===== src/rtl/skew_mes_pkg.sv =====
// Shared types for the multi-channel skew measurement controller.
//   err_type_t : global error code reported on err_o
//   ch_stat_t  : per-channel measurement status reported on ch_stat_o
//   state_t    : controller FSM state
//   phase_t    : master alignment sweep vs. slave measurement sweep
package skew_mes_pkg;

   typedef enum logic [2:0] {
      NO_ERR               = 3'd0,
      CAN_NOT_ALIGN_MASTER = 3'd1,
      STB_TIMEOUT          = 3'd2
   } err_type_t;

   typedef enum logic [1:0] {
      NOT_RUN   = 2'd0,
      OK        = 2'd1,
      SATURATED = 2'd2
   } ch_stat_t;

   typedef enum logic [3:0] {
      S_IDLE,
      S_LOAD,
      S_REQ_STB,
      S_WAIT_STB,
      S_EVAL,
      S_INC_DELAY,
      S_NEXT_CH,
      S_ERR,
      S_READY
   } state_t;

   typedef enum logic {
      PH_MASTER,
      PH_SLAVE
   } phase_t;

   // Width of the channel select; a single channel still needs one bit.
   function automatic int unsigned sel_width(input int unsigned n);
      return (n > 1) ? $clog2(n) : 1;
   endfunction

endpackage


===== src/rtl/skew_mes_ctl_mc_if.sv =====
// Front-end bundle between the controller and the shared delay line /
// comparator block.
//   delay_code_o : delay line code (controller -> front end)
//   stb_req_o    : one-cycle strobe request (controller -> front end)
//   stb_valid_i  : one-cycle strobe result valid (front end -> controller)
//   m_cmp_out_i  : master comparator output
//   s_cmp_out_i  : slave comparator outputs, one per channel
// Modports: master = controller side, slave = front-end side.
interface skew_mes_ctl_mc_if #(
   parameter int unsigned NCH = 4,
   parameter int unsigned DW  = 10
);

   logic [DW-1:0]  delay_code_o;
   logic           stb_req_o;
   logic           stb_valid_i;
   logic           m_cmp_out_i;
   logic [NCH-1:0] s_cmp_out_i;

   modport master (
      output delay_code_o, stb_req_o,
      input  stb_valid_i, m_cmp_out_i, s_cmp_out_i
   );

   modport slave (
      input  delay_code_o, stb_req_o,
      output stb_valid_i, m_cmp_out_i, s_cmp_out_i
   );

endinterface


===== src/rtl/skew_sample_acc.sv =====
// Majority-vote accumulator for one delay point.
//   clk_i, arst_i : clock, async active-high reset
//   clr_i         : zero hit and sample counters (wins over add_i)
//   add_i         : accumulate one comparator sample
//   cmp_i         : comparator value of the sample being accumulated
//   maj_o         : strict majority of accumulated samples were high
//   done_o        : the sample being accumulated completes the point
module skew_sample_acc #(
   parameter int unsigned NSAMP = 4
) (
   input  logic clk_i,
   input  logic arst_i,
   input  logic clr_i,
   input  logic add_i,
   input  logic cmp_i,
   output logic maj_o,
   output logic done_o
);

   localparam int unsigned CW = $clog2(NSAMP + 1);

   logic [CW-1:0] hits_q;
   logic [CW-1:0] smp_q;

   always_ff @(posedge clk_i or posedge arst_i) begin
      if (arst_i) begin
         hits_q <= '0;
         smp_q  <= '0;
      end else if (clr_i) begin
         hits_q <= '0;
         smp_q  <= '0;
      end else if (add_i) begin
         hits_q <= hits_q + CW'(cmp_i);
         smp_q  <= smp_q + CW'(1);
      end
   end

   // Evaluated combinationally so the FSM can leave WAIT_STB on the last strobe.
   assign done_o = add_i && (smp_q == CW'(NSAMP - 1));
   assign maj_o  = (hits_q > CW'(NSAMP / 2));

endmodule


===== src/rtl/skew_mes_ctl_mc.sv =====
// Multi-channel skew measurement controller.
// Sweeps the delay code until the master comparator flips (majority of
// NSAMP strobes), then re-sweeps from that code for every enabled slave
// channel and records the code distance as that channel's skew.
//   clk_i, arst_i : clock, async active-high reset
//   run_i         : 1 = measure, 0 = abort to IDLE
//   chan_en_i     : slave enable mask, latched at start
//   fe            : delay line / comparator front end (master modport)
//   ch_sel_o      : slave channel currently measured
//   res_o         : per-channel skew, channel k at [k*DW +: DW]
//   ch_stat_o     : per-channel ch_stat_t, channel k at [k*2 +: 2]
//   err_o         : global error, NO_ERR outside ERR
//   busy_o, rdy_o : activity / completion flags
module skew_mes_ctl_mc
   import skew_mes_pkg::*;
#(
   parameter int unsigned NCH   = 4,
   parameter int unsigned DW    = 10,
   parameter int unsigned NSAMP = 4,
   parameter int unsigned TMO   = 1023
) (
   input  logic                         clk_i,
   input  logic                         arst_i,
   input  logic                         run_i,
   input  logic [NCH-1:0]               chan_en_i,
   skew_mes_ctl_mc_if.master            fe,
   output logic [sel_width(NCH)-1:0]    ch_sel_o,
   output logic [NCH*DW-1:0]            res_o,
   output logic [NCH*2-1:0]             ch_stat_o,
   output err_type_t                    err_o,
   output logic                         busy_o,
   output logic                         rdy_o
);

   localparam int unsigned CSW = sel_width(NCH);
   localparam int unsigned TW  = $clog2(TMO + 1);

   state_t         state_q, state_d;
   phase_t         phase_q;
   logic [NCH-1:0] en_q;
   logic [DW-1:0]  code_q;
   logic [DW-1:0]  m_code_q;
   logic [CSW-1:0] sel_q;
   logic [DW-1:0]  res_q [NCH];
   ch_stat_t       stat_q [NCH];
   err_type_t      err_q;
   logic [TW-1:0]  tmo_q;
   logic           stb_req_q;

   logic           acc_clr, acc_add, acc_maj, acc_done, cmp;
   logic           first_vld, next_vld;
   logic [CSW-1:0] first_idx, next_idx;

   assign cmp = (phase_q == PH_MASTER) ? fe.m_cmp_out_i : fe.s_cmp_out_i[sel_q];

   skew_sample_acc #(.NSAMP(NSAMP)) u_acc (
      .clk_i  (clk_i),
      .arst_i (arst_i),
      .clr_i  (acc_clr),
      .add_i  (acc_add),
      .cmp_i  (cmp),
      .maj_o  (acc_maj),
      .done_o (acc_done)
   );

   // Lowest enabled channel overall, and lowest enabled channel above sel_q.
   // Scanning downwards lets the last hit (the lowest index) win.
   always_comb begin
      first_vld = 1'b0;
      next_vld  = 1'b0;
      first_idx = '0;
      next_idx  = '0;
      for (int unsigned k = NCH; k > 0; k--) begin
         if (en_q[k-1]) begin
            first_vld = 1'b1;
            first_idx = CSW'(k - 1);
            if ((k - 1) > int'(sel_q)) begin
               next_vld = 1'b1;
               next_idx = CSW'(k - 1);
            end
         end
      end
   end

   // State register
   always_ff @(posedge clk_i or posedge arst_i) begin
      if (arst_i) state_q <= S_IDLE;
      else        state_q <= state_d;
   end

   // Next-state logic; dropping run_i overrides every transition.
   always_comb begin
      state_d = state_q;
      if (!run_i) begin
         state_d = S_IDLE;
      end else begin
         unique case (state_q)
            S_IDLE:      state_d = S_LOAD;
            S_LOAD:      state_d = S_REQ_STB;
            S_REQ_STB:   state_d = S_WAIT_STB;
            S_WAIT_STB: begin
               if (fe.stb_valid_i)             state_d = acc_done ? S_EVAL : S_REQ_STB;
               else if (tmo_q == TW'(TMO))     state_d = S_ERR;
            end
            S_EVAL: begin
               if (!acc_maj)                   state_d = S_INC_DELAY;
               else if (phase_q == PH_SLAVE)   state_d = S_NEXT_CH;
               else if (code_q == '0)          state_d = S_ERR;
               else                            state_d = first_vld ? S_LOAD : S_READY;
            end
            S_INC_DELAY: begin
               if (code_q != '1)               state_d = S_REQ_STB;
               else                            state_d = (phase_q == PH_MASTER) ? S_ERR : S_NEXT_CH;
            end
            S_NEXT_CH:   state_d = next_vld ? S_LOAD : S_READY;
            S_ERR:       state_d = S_ERR;
            S_READY:     state_d = S_READY;
            default:     state_d = S_IDLE;
         endcase
      end
   end

   // Output / control decode
   always_comb begin
      busy_o  = 1'b1;
      rdy_o   = 1'b0;
      err_o   = NO_ERR;
      acc_add = 1'b0;
      acc_clr = !run_i;
      case (state_q)
         S_IDLE:              begin busy_o = 1'b0; acc_clr = 1'b1; end
         S_LOAD, S_INC_DELAY: acc_clr = 1'b1;
         S_WAIT_STB:          acc_add = fe.stb_valid_i;
         S_ERR:               begin busy_o = 1'b0; err_o = err_q; end
         S_READY:             begin busy_o = 1'b0; rdy_o = 1'b1; end
         default:             ;
      endcase
   end

   // Datapath; nothing is committed in a cycle where run_i is low, so an
   // abort coinciding with the deciding strobe leaves results untouched.
   always_ff @(posedge clk_i or posedge arst_i) begin
      if (arst_i) begin
         phase_q  <= PH_MASTER;
         en_q     <= '0;
         code_q   <= '0;
         m_code_q <= '0;
         sel_q    <= '0;
         err_q    <= NO_ERR;
         for (int unsigned k = 0; k < NCH; k++) begin
            res_q[k]  <= '0;
            stat_q[k] <= NOT_RUN;
         end
      end else if (!run_i) begin
         phase_q <= PH_MASTER;
         code_q  <= '0;
         err_q   <= NO_ERR;
      end else begin
         case (state_q)
            S_IDLE: begin
               en_q    <= chan_en_i;
               sel_q   <= '0;
               phase_q <= PH_MASTER;
               code_q  <= '0;
               err_q   <= NO_ERR;
               for (int unsigned k = 0; k < NCH; k++) begin
                  res_q[k]  <= '0;
                  stat_q[k] <= NOT_RUN;
               end
            end
            S_LOAD: begin
               if (phase_q == PH_SLAVE) code_q <= m_code_q;
            end
            S_WAIT_STB: begin
               if (!fe.stb_valid_i && tmo_q == TW'(TMO)) err_q <= STB_TIMEOUT;
            end
            S_EVAL: begin
               if (acc_maj) begin
                  if (phase_q == PH_SLAVE) begin
                     res_q[sel_q]  <= code_q - m_code_q;
                     stat_q[sel_q] <= OK;
                  end else if (code_q == '0) begin
                     err_q <= CAN_NOT_ALIGN_MASTER;
                  end else begin
                     m_code_q <= code_q;
                     phase_q  <= PH_SLAVE;
                     if (first_vld) sel_q <= first_idx;
                  end
               end
            end
            S_INC_DELAY: begin
               if (code_q != '1) begin
                  code_q <= code_q + DW'(1);
               end else if (phase_q == PH_MASTER) begin
                  err_q <= CAN_NOT_ALIGN_MASTER;
               end else begin
                  res_q[sel_q]  <= '1;
                  stat_q[sel_q] <= SATURATED;
               end
            end
            S_NEXT_CH: begin
               if (next_vld) sel_q <= next_idx;
            end
            default: ;
         endcase
      end
   end

   // Strobe timeout counter and registered strobe request
   always_ff @(posedge clk_i or posedge arst_i) begin
      if (arst_i) begin
         tmo_q     <= '0;
         stb_req_q <= 1'b0;
      end else begin
         stb_req_q <= run_i && (state_q == S_REQ_STB);
         if (state_q == S_REQ_STB)
            tmo_q <= '0;
         else if (state_q == S_WAIT_STB && tmo_q != TW'(TMO))
            tmo_q <= tmo_q + TW'(1);
      end
   end

   assign fe.delay_code_o = code_q;
   assign fe.stb_req_o    = stb_req_q;
   assign ch_sel_o        = sel_q;

   for (genvar k = 0; k < NCH; k++) begin : g_pack
      assign res_o[k*DW +: DW]   = res_q[k];
      assign ch_stat_o[k*2 +: 2] = stat_q[k];
   end

endmodule


===== src/flat_wrapper.sv =====
// flat-port wrapper written by rule: the top's interface ports become plain ports
module skew_mes_ctl_mc_flat import skew_mes_pkg::*;
#(
   parameter int unsigned NCH   = 4,
   parameter int unsigned DW    = 10,
   parameter int unsigned NSAMP = 4,
   parameter int unsigned TMO   = 1023
)
  (clk_i, arst_i, run_i, chan_en_i, ch_sel_o, res_o, ch_stat_o, err_o, busy_o, rdy_o, fe_delay_code_o, fe_stb_req_o, fe_stb_valid_i, fe_m_cmp_out_i, fe_s_cmp_out_i);
  skew_mes_ctl_mc_if #(.NCH(NCH), .DW(DW)) fe_i ();
  input  logic clk_i;
  input  logic arst_i;
  input  logic run_i;
  input  logic [NCH-1:0] chan_en_i;
  output logic [sel_width(NCH)-1:0] ch_sel_o;
  output logic [NCH*DW-1:0] res_o;
  output logic [NCH*2-1:0] ch_stat_o;
  output err_type_t err_o;
  output logic busy_o;
  output logic rdy_o;
  output wire logic [$bits(fe_i.delay_code_o)-1:0] fe_delay_code_o;
  output wire logic [$bits(fe_i.stb_req_o)-1:0] fe_stb_req_o;
  input wire logic [$bits(fe_i.stb_valid_i)-1:0] fe_stb_valid_i;
  input wire logic [$bits(fe_i.m_cmp_out_i)-1:0] fe_m_cmp_out_i;
  input wire logic [$bits(fe_i.s_cmp_out_i)-1:0] fe_s_cmp_out_i;
  assign fe_delay_code_o = fe_i.delay_code_o;
  assign fe_stb_req_o = fe_i.stb_req_o;
  assign fe_i.stb_valid_i = fe_stb_valid_i;
  assign fe_i.m_cmp_out_i = fe_m_cmp_out_i;
  assign fe_i.s_cmp_out_i = fe_s_cmp_out_i;
  skew_mes_ctl_mc #(.NCH(NCH), .DW(DW), .NSAMP(NSAMP), .TMO(TMO)) u_core (.clk_i(clk_i), .arst_i(arst_i), .run_i(run_i), .chan_en_i(chan_en_i), .fe(fe_i), .ch_sel_o(ch_sel_o), .res_o(res_o), .ch_stat_o(ch_stat_o), .err_o(err_o), .busy_o(busy_o), .rdy_o(rdy_o));
endmodule

===== config.mk =====
export PLATFORM = sky130hd
export DESIGN_NAME = skew_mes_ctl_mc_flat
export DESIGN_NICKNAME = d
export VERILOG_FILES = /design/src/rtl/skew_mes_pkg.sv /design/src/rtl/skew_mes_ctl_mc_if.sv /design/src/rtl/skew_sample_acc.sv /design/src/rtl/skew_mes_ctl_mc.sv /design/src/flat_wrapper.sv
export SDC_FILE = /design/constraint.sdc
export NUM_CORES = 1
export LEC_CHECK = 0
export CAP_MARGIN = 20
export CORE_MARGIN = 5
export CORE_UTILIZATION = 50
export DETAILED_ROUTE_END_ITERATION = 10
export HOLD_SLACK_MARGIN = 0.12
export PLACE_DENSITY = 0.75
export SLEW_MARGIN = 25
export SYNTH_ARGS = -nofsm -noshare
export SYNTH_HDL_FRONTEND = slang
export SYNTH_SLANG_ARGS = --single-unit

===== constraint.sdc =====
create_clock -name clk_i -period 9.5 [get_ports clk_i]
set_input_delay 1.9 -clock clk_i [delete_from_list [all_inputs] [get_ports clk_i]]
set_output_delay 1.9 -clock clk_i [all_outputs]
set_load 0.02 [all_outputs]

==> flow_summary.json, run 1 <==
{
  "status": "completed",
  "synth_edf_count": 0,
  "synth-adder-area-share_pct": 4.255,
  "cp-start-kind": "flip-flop",
  "synth_xor_area_share_pct": 2.877,
  "synth_compound_area_share_pct": 21.01,
  "critPathBufInv": 1,
  "synthSimpleGateAreaFrac_pct": 16.61,
  "clk_root_buffer_cell": "clkbuf_8",
  "pwr-share-clk_pct": 22.6,
  "insertion_delay_ps": 370,
  "antenna_found_initial": 0,
  "wl_per_cell_um": 17.19,
  "clkTransAtPathRegs_ps": 100,
  "finalNetCount": 613,
  "cts-buffers-inserted": 9,
  "start_util_pct": 50.58,
  "drtIter0Drc": 190,
  "worst-path-stages": 3,
  "core-area_um2": 10230,
  "slowest_stage": "clkdlybuf4s50_1",
  "worst-r2r-cell-count": 9,
  "dp_hpwl_um": 9104,
  "syn-instance-count": 518,
  "h-tree-depth": 3,
  "die-area_um2": 12480,
  "syn_area_um2": 5175,
  "synth_ff_type": "dfrtp_1",
  "p_switching_uw": 388.8,
  "r2r_start": "u_core.fe.delay_code_o[0]",
  "yosys.cell_count.top_type": "dfrtp_1",
  "finalClockSkew_ps": 12.59,
  "tns_ps": 0,
  "cts_hold_buf": 0,
  "slew_headroom_pct": 30.98,
  "p_sw_share_pct": 35.27,
  "postCtsSetupBuffers": 0,
  "powerDensity_nw_per_um2": 178.0,
  "ant_nets": 0,
  "async_reset_ff_share_pct": 100.0,
  "path_cells": "nor3_1, and2_1, clkdlybuf4s50_1",
  "slew_violations": 0,
  "syn2layout_area_growth_pct": 19.71,
  "clockBufferDepth": 2,
  "worstSetupPathType": "flip-flop to primary output",
  "worst_r2r_endpoint": "u_core.res_o[8]",
  "synth_top_family_by_area": "compound AO/OA/AOI/OAI gates",
  "leakagePower_uw": 0.002641,
  "min_to": "u_core.ch_stat_o[5]",
  "critPathRequiredTime_ps": 7600,
  "grt_start_max_net_pins": 71,
  "place_area_um2": 6020,
  "grt-ovfl-total": 0,
  "die_h_um": 111.7,
  "maxCapViolations": 0,
  "hp-class": "flip-flop to flip-flop",
  "ios": 79,
  "setup-violations-final": 0,
  "drt_pre_antenna_iters": 5,
  "hold_ws_ps": 503.1,
  "design_area_um2": 6195,
  "nFillCells": 887,
  "min_period_ps": 4077,
  "synth_seq_cells": 98,
  "die_w_um": 111.7,
  "yosysUniqueCellTypes": 69,
  "gp_congestion": 0.8284,
  "first_global_vias": 4109,
  "place_ws_ps": 5166,
  "ys_top_cells_by_area": "dfrtp_1 (47%), o22a_1 (5.8%), ha_1 (3.9%), nand2_1 (3.2%), nor2_1 (3.2%)",
  "via_count": 4253,
  "ir_drop_v": 0.0001168,
  "cpLargestDelayFamily": "simple AND/OR/NAND/NOR gates",
  "wl_um": 12430,
  "yosysWarnings": 0,
  "synthTopCellsByCount": "dfrtp_1 (98), nand2_1 (44), nor2_1 (44), o22a_1 (34), o21ai_0 (31)",
  "slowest_delay_ps": 610,
  "synth.area.mux_share_pct": 3.844,
  "grt_use_total_pct": 20.17,
  "cp-end-kind": "primary output",
  "synth_area_per_cell_um2": 9.990,
  "io_buffers": 77,
  "hold_depth": 1,
  "finalWorstSetupSlack_ps": 5423,
  "synth_top_area_cell": "dfrtp_1",
  "cp_max_fo": 14,
  "row_count": 37,
  "critPathArrivalTime_ps": 2180,
  "hold_viol": 0,
  "synth_top_area_share_pct": 47.39,
  "cts_resized": 0,
  "cts_tree": "yes",
  "rsz0062_at_grt": "no",
  "clkSinkCount": 98,
  "drive_gt1_share_pct": 7.836,
  "ys_seq_area_share_pct": 47.39,
  "clock.fmax_mhz": 245.3,
  "combPwrFrac_pct": 30.1,
  "hp-start": "u_core.ch_stat_o[5]",
  "drc": 0,
  "p_seq_share_pct": 47.2,
  "syn_nets": 548,
  "ff2ff_setup_slack_ps": 6830,
  "grt_pass1_wl_um": 20810,
  "internal_power_uw": 713.6,
  "period_share_pct": 42.92,
  "diodes": 0,
  "worst_pin_slew_ps": 1027,
  "via_per_inst": 5.882
}
[sequential cells by signal, summed over array words and instances, names as in the netlist]
register                count
u_core.ch_sel_o             2
u_core.ch_stat_o            8
u_core.en_q                 4
u_core.err_q                2
u_core.fe.delay_code_o     10
u_core.fe.stb_req_o         1
u_core.m_code_q            10
u_core.phase_q              1
u_core.res_o               40
u_core.state_q              4
u_core.tmo_q               10
u_core.u_acc.hits_q         3
u_core.u_acc.smp_q          3
[stage by stage]
stage               instances  util (%)  total power [µW]
finish                    723     60.55              1102
global route              723     60.55              1162
CTS                       723     60.55              1108
detailed placement        708     58.84             859.9
global placement          708     58.79             849.5
floorplan                 518         -             735.1
[logic make-up after synthesis]
kind of cell	Yosys count
buffers and inverters	48
muxes	17
and+or+nand+nor	166
AOI/OAI and AO/OA	154
xor gates and xnor gates	17
other	1
adders and majority gates	17
DFF	98
[area by class of cell]
cell class	instances	area, µm²	share of cell area, %
repair buffers	79	785.8	12.68
multi-input cells	372	2524	40.74
clock buffers	9	123.9	2.000
clock inverters	6	51.30	0.8281
inverters	23	87.58	1.414
well taps	136	170.2	2.747
flip-flops and latches	98	2452	39.59
[per-layer routing]
layer	part of all wire, %	GRT usage, %	vias up
li1	-	-	2019
met1	46	27.96	2102
met2	49	32.29	118
met3	4.1	3.587	14
met4	1.3	6.488	0
met5	0	0	-
[power groups by stage]
stage / sequential (µW) / combinational (µW) / clock [µW]
after floorplan: 551 / 184 / 0
after global placement: 524 / 326 / 0
after detailed placement: 528 / 332 / 0
after CTS: 519 / 334 / 255
after global routing: 528 / 361 / 273
final: 521 / 332 / 250
[worst max path at each step]
| stage | from | to | slack, ps |
|---|---|---|---|
| floorplan | arst_i | u_core.ch_sel_o[0] | 5040 |
| global placement | run_i | u_core.ch_stat_o[2] | 5230 |
| detailed placement | run_i | u_core.ch_stat_o[4] | 5170 |
| CTS | u_core.state_q[2] | rdy_o | 5420 |
| global route | run_i | u_core.ch_stat_o[0] | 5290 |
| finish | u_core.state_q[2] | rdy_o | 5420 |
[placed cells by master (no fill, tap or decap), types with 2 or more instances in the layout]
| cell type | netlist | layout |
|---|---|---|
| dfrtp_1 | 98 | 98 |
| and2_1 | 5 | 5 |
| nor3_2 | 2 | 2 |
| o31a_1 | 2 | 2 |
| and3_1 | 5 | 5 |
| nor3_1 | 11 | 11 |
| a21oi_1 | 27 | 27 |
| nand2b_1 | 5 | 5 |
| or3_1 | 3 | 3 |
| nor2_1 | 44 | 44 |
| a211oi_1 | 8 | 8 |
| clkbuf_8 | 0 | 9 |
| o22a_1 | 34 | 34 |
| xnor2_1 | 6 | 6 |
| inv_1 | 22 | 21 |
| a22oi_1 | 10 | 10 |
| nand2_1 | 44 | 44 |
| o31ai_1 | 3 | 3 |
| mux2i_1 | 3 | 3 |
| a21o_1 | 4 | 4 |
| o22ai_1 | 2 | 2 |
| a2bb2oi_1 | 2 | 2 |
| o21ai_1 | 1 | 2 |
| nand4_1 | 5 | 5 |
| clkinvlp_4 | 0 | 3 |
| nor4_1 | 6 | 6 |
| ha_1 | 16 | 16 |
| a21boi_0 | 2 | 2 |
| o211ai_1 | 3 | 3 |
| o21ai_0 | 31 | 30 |
| clkdlybuf4s50_1 | 0 | 77 |
| nand3_1 | 13 | 13 |
| buf_4 | 1 | 2 |
| o32a_1 | 5 | 5 |
| o21a_1 | 10 | 10 |
| and4_1 | 2 | 2 |
| mux2_2 | 12 | 12 |
| nor2b_1 | 6 | 6 |
| xor2_1 | 11 | 11 |
Power figures use the tool's default switching activity.
==> run 2: changes to the inputs <==
Clock period 9.5 ns to 4 ns, I/O delays scaled along.
==> flow_summary.json, run 2 (same netlist as run 1, synthesis figures left out) <==
{
  "status": "completed",
  "die-area_um2": 12480,
  "fin_util_pct": 60.88,
  "design_area_um2": 6228,
  "hp-start": "u_core.ch_stat_o[3]",
  "drc": 0,
  "cp-start-kind": "flip-flop",
  "clock.fmax_mhz": 329.4,
  "worstSetupPathType": "flip-flop to primary output",
  "clk_root_buffer_cell": "clkbuf_8",
  "min_to": "u_core.ch_stat_o[3]",
  "worst-r2r-cell-count": 9,
  "wl_per_cell_um": 17.31,
  "via_count": 4298,
  "powerDensity_nw_per_um2": 419.9,
  "drtIter0Drc": 266,
  "cts_hold_buf": 0,
  "min_period_ps": 3036,
  "start_util_pct": 50.58,
  "h-tree-depth": 3,
  "grt_pass1_wl_um": 21490,
  "leakagePower_uw": 0.002670,
  "critPathArrivalTime_ps": 2240,
  "place_area_um2": 6060,
  "critPathRequiredTime_ps": 3200,
  "via_per_inst": 5.904,
  "mostFrequentLayoutCell": "dfrtp_1",
  "hold_depth": 1,
  "maxCapViolations": 0,
  "antenna_found_initial": 0,
  "die_w_um": 111.7,
  "ff2ff_setup_slack_ps": 1350,
  "finalNetCount": 619,
  "ir_drop_v": 0.0002886,
  "clockBufferDepth": 2,
  "grt-ovfl-total": 0,
  "ant_nets": 0,
  "drt_pre_antenna_iters": 4,
  "rsz0062_at_grt": "no",
  "largest_register_ffs": 40,
  "syn2layout_area_growth_pct": 20.36,
  "r2r_start": "u_core.fe.delay_code_o[0]",
  "io_buffers": 77,
  "die_h_um": 111.7,
  "clkSinkCount": 98,
  "hold_viol": 0,
  "ios": 79,
  "row_count": 37,
  "tns_ps": 0,
  "period_share_pct": 75.91,
  "cts_resized": 0,
  "multi_input_area_um2": 2524,
  "nFillCells": 846,
  "diodes": 0,
  "cts_tree": "yes",
  "cp_max_fo": 14,
  "drive_gt1_share_pct": 8.615,
  "slew_violations": 0,
  "clkTransAtPathRegs_ps": 100,
  "mostFrequentLayoutCells": "dfrtp_1 (98), clkdlybuf4s50_1 (77), nand2_1 (44), nor2_1 (44), o22a_1 (34)",
  "insertion_delay_ps": 380,
  "core-area_um2": 10230,
  "first_global_vias": 4308,
  "dp_hpwl_um": 9375,
  "wl_um": 12600,
  "finalClockSkew_ps": 11.63,
  "cp-end-kind": "primary output",
  "worst_pin_slew_ps": 775.9,
  "grt_use_total_pct": 20.86,
  "setup-violations-final": 0,
  "cts-buffers-inserted": 9,
  "hp-class": "flip-flop to flip-flop",
  "place_ws_ps": 798.4,
  "grt_start_max_net_pins": 42,
  "postCtsSetupBuffers": 0,
  "gp_congestion": 0.8159,
  "slew_headroom_pct": 47.93,
  "finalWorstSetupSlack_ps": 963.8,
  "worst_r2r_endpoint": "u_core.res_o[8]",
  "seqCellArea_um2": 2452
}
[run 2: cell count changes in the layout (fill, tap and decap cells not counted), sizes merged]
cell / previous run / this run
clkinv: 3 / 2
buf: 2 / 8
[run 2: area by class of cell]
type,instances,area share (%)
Inverter,23,1.406
Sequential cell,98,39.37
Multi-Input combinational cell,372,40.52
Timing Repair Buffer,85,13.34
Tap cell,136,2.732
Clock inverter,5,0.6428
Clock buffer,9,1.989
[run 2: worst max-delay path by stage]
stage	from	end	slack, ps	cells after the start
2_1_floorplan	arst_i	u_core.ch_sel_o[0]	640	1
3_3_place_gp	run_i	u_core.res_o[9]	900	4
3_5_place_dp	run_i	u_core.res_o[9]	800	4
4_1_cts	u_core.state_q[2]	rdy_o	960	3
5_1_grt	u_core.state_q[2]	rdy_o	840	3
6_report	u_core.state_q[2]	rdy_o	960	3
[run 2: power by group]
| group | leakage, µW | switching, µW | internal [µW] |
|---|---|---|---|
| Sequential | 0.00133 | 134 | 1100 |
| Clock | 0.0000742 | 362 | 224 |
| Combinational | 0.00127 | 429 | 362 |
[run 2: worst max-delay path: stages, from the launching register on]
cell and delay (ps):
dfrtp_1 580, nor3_1 440, and2_1 220, clkdlybuf4s50_1 620
[run 2: stage by stage]
| step | cells | hold slack, ps | total power, µW |
|---|---|---|---|
| 2_1_floorplan | 518 | 471.7 | 1746 |
| 3_3_place_gp | 714 | 475.0 | 2028 |
| 3_5_place_dp | 714 | 479.2 | 2048 |
| 4_1_cts | 728 | 501.1 | 2624 |
| 5_1_grt | 728 | 531.3 | 2757 |
| 6_report | 728 | 497.0 | 2615 |
[run 2: routing by layer]
metal,track usage (%),vias to the layer above,wire length (µm)
met3,4.130,28,635
met2,34.77,116,6268
met1,26.85,2124,5438
met5,0,-,0
li1,-,2030,-
met4,8.029,0,261
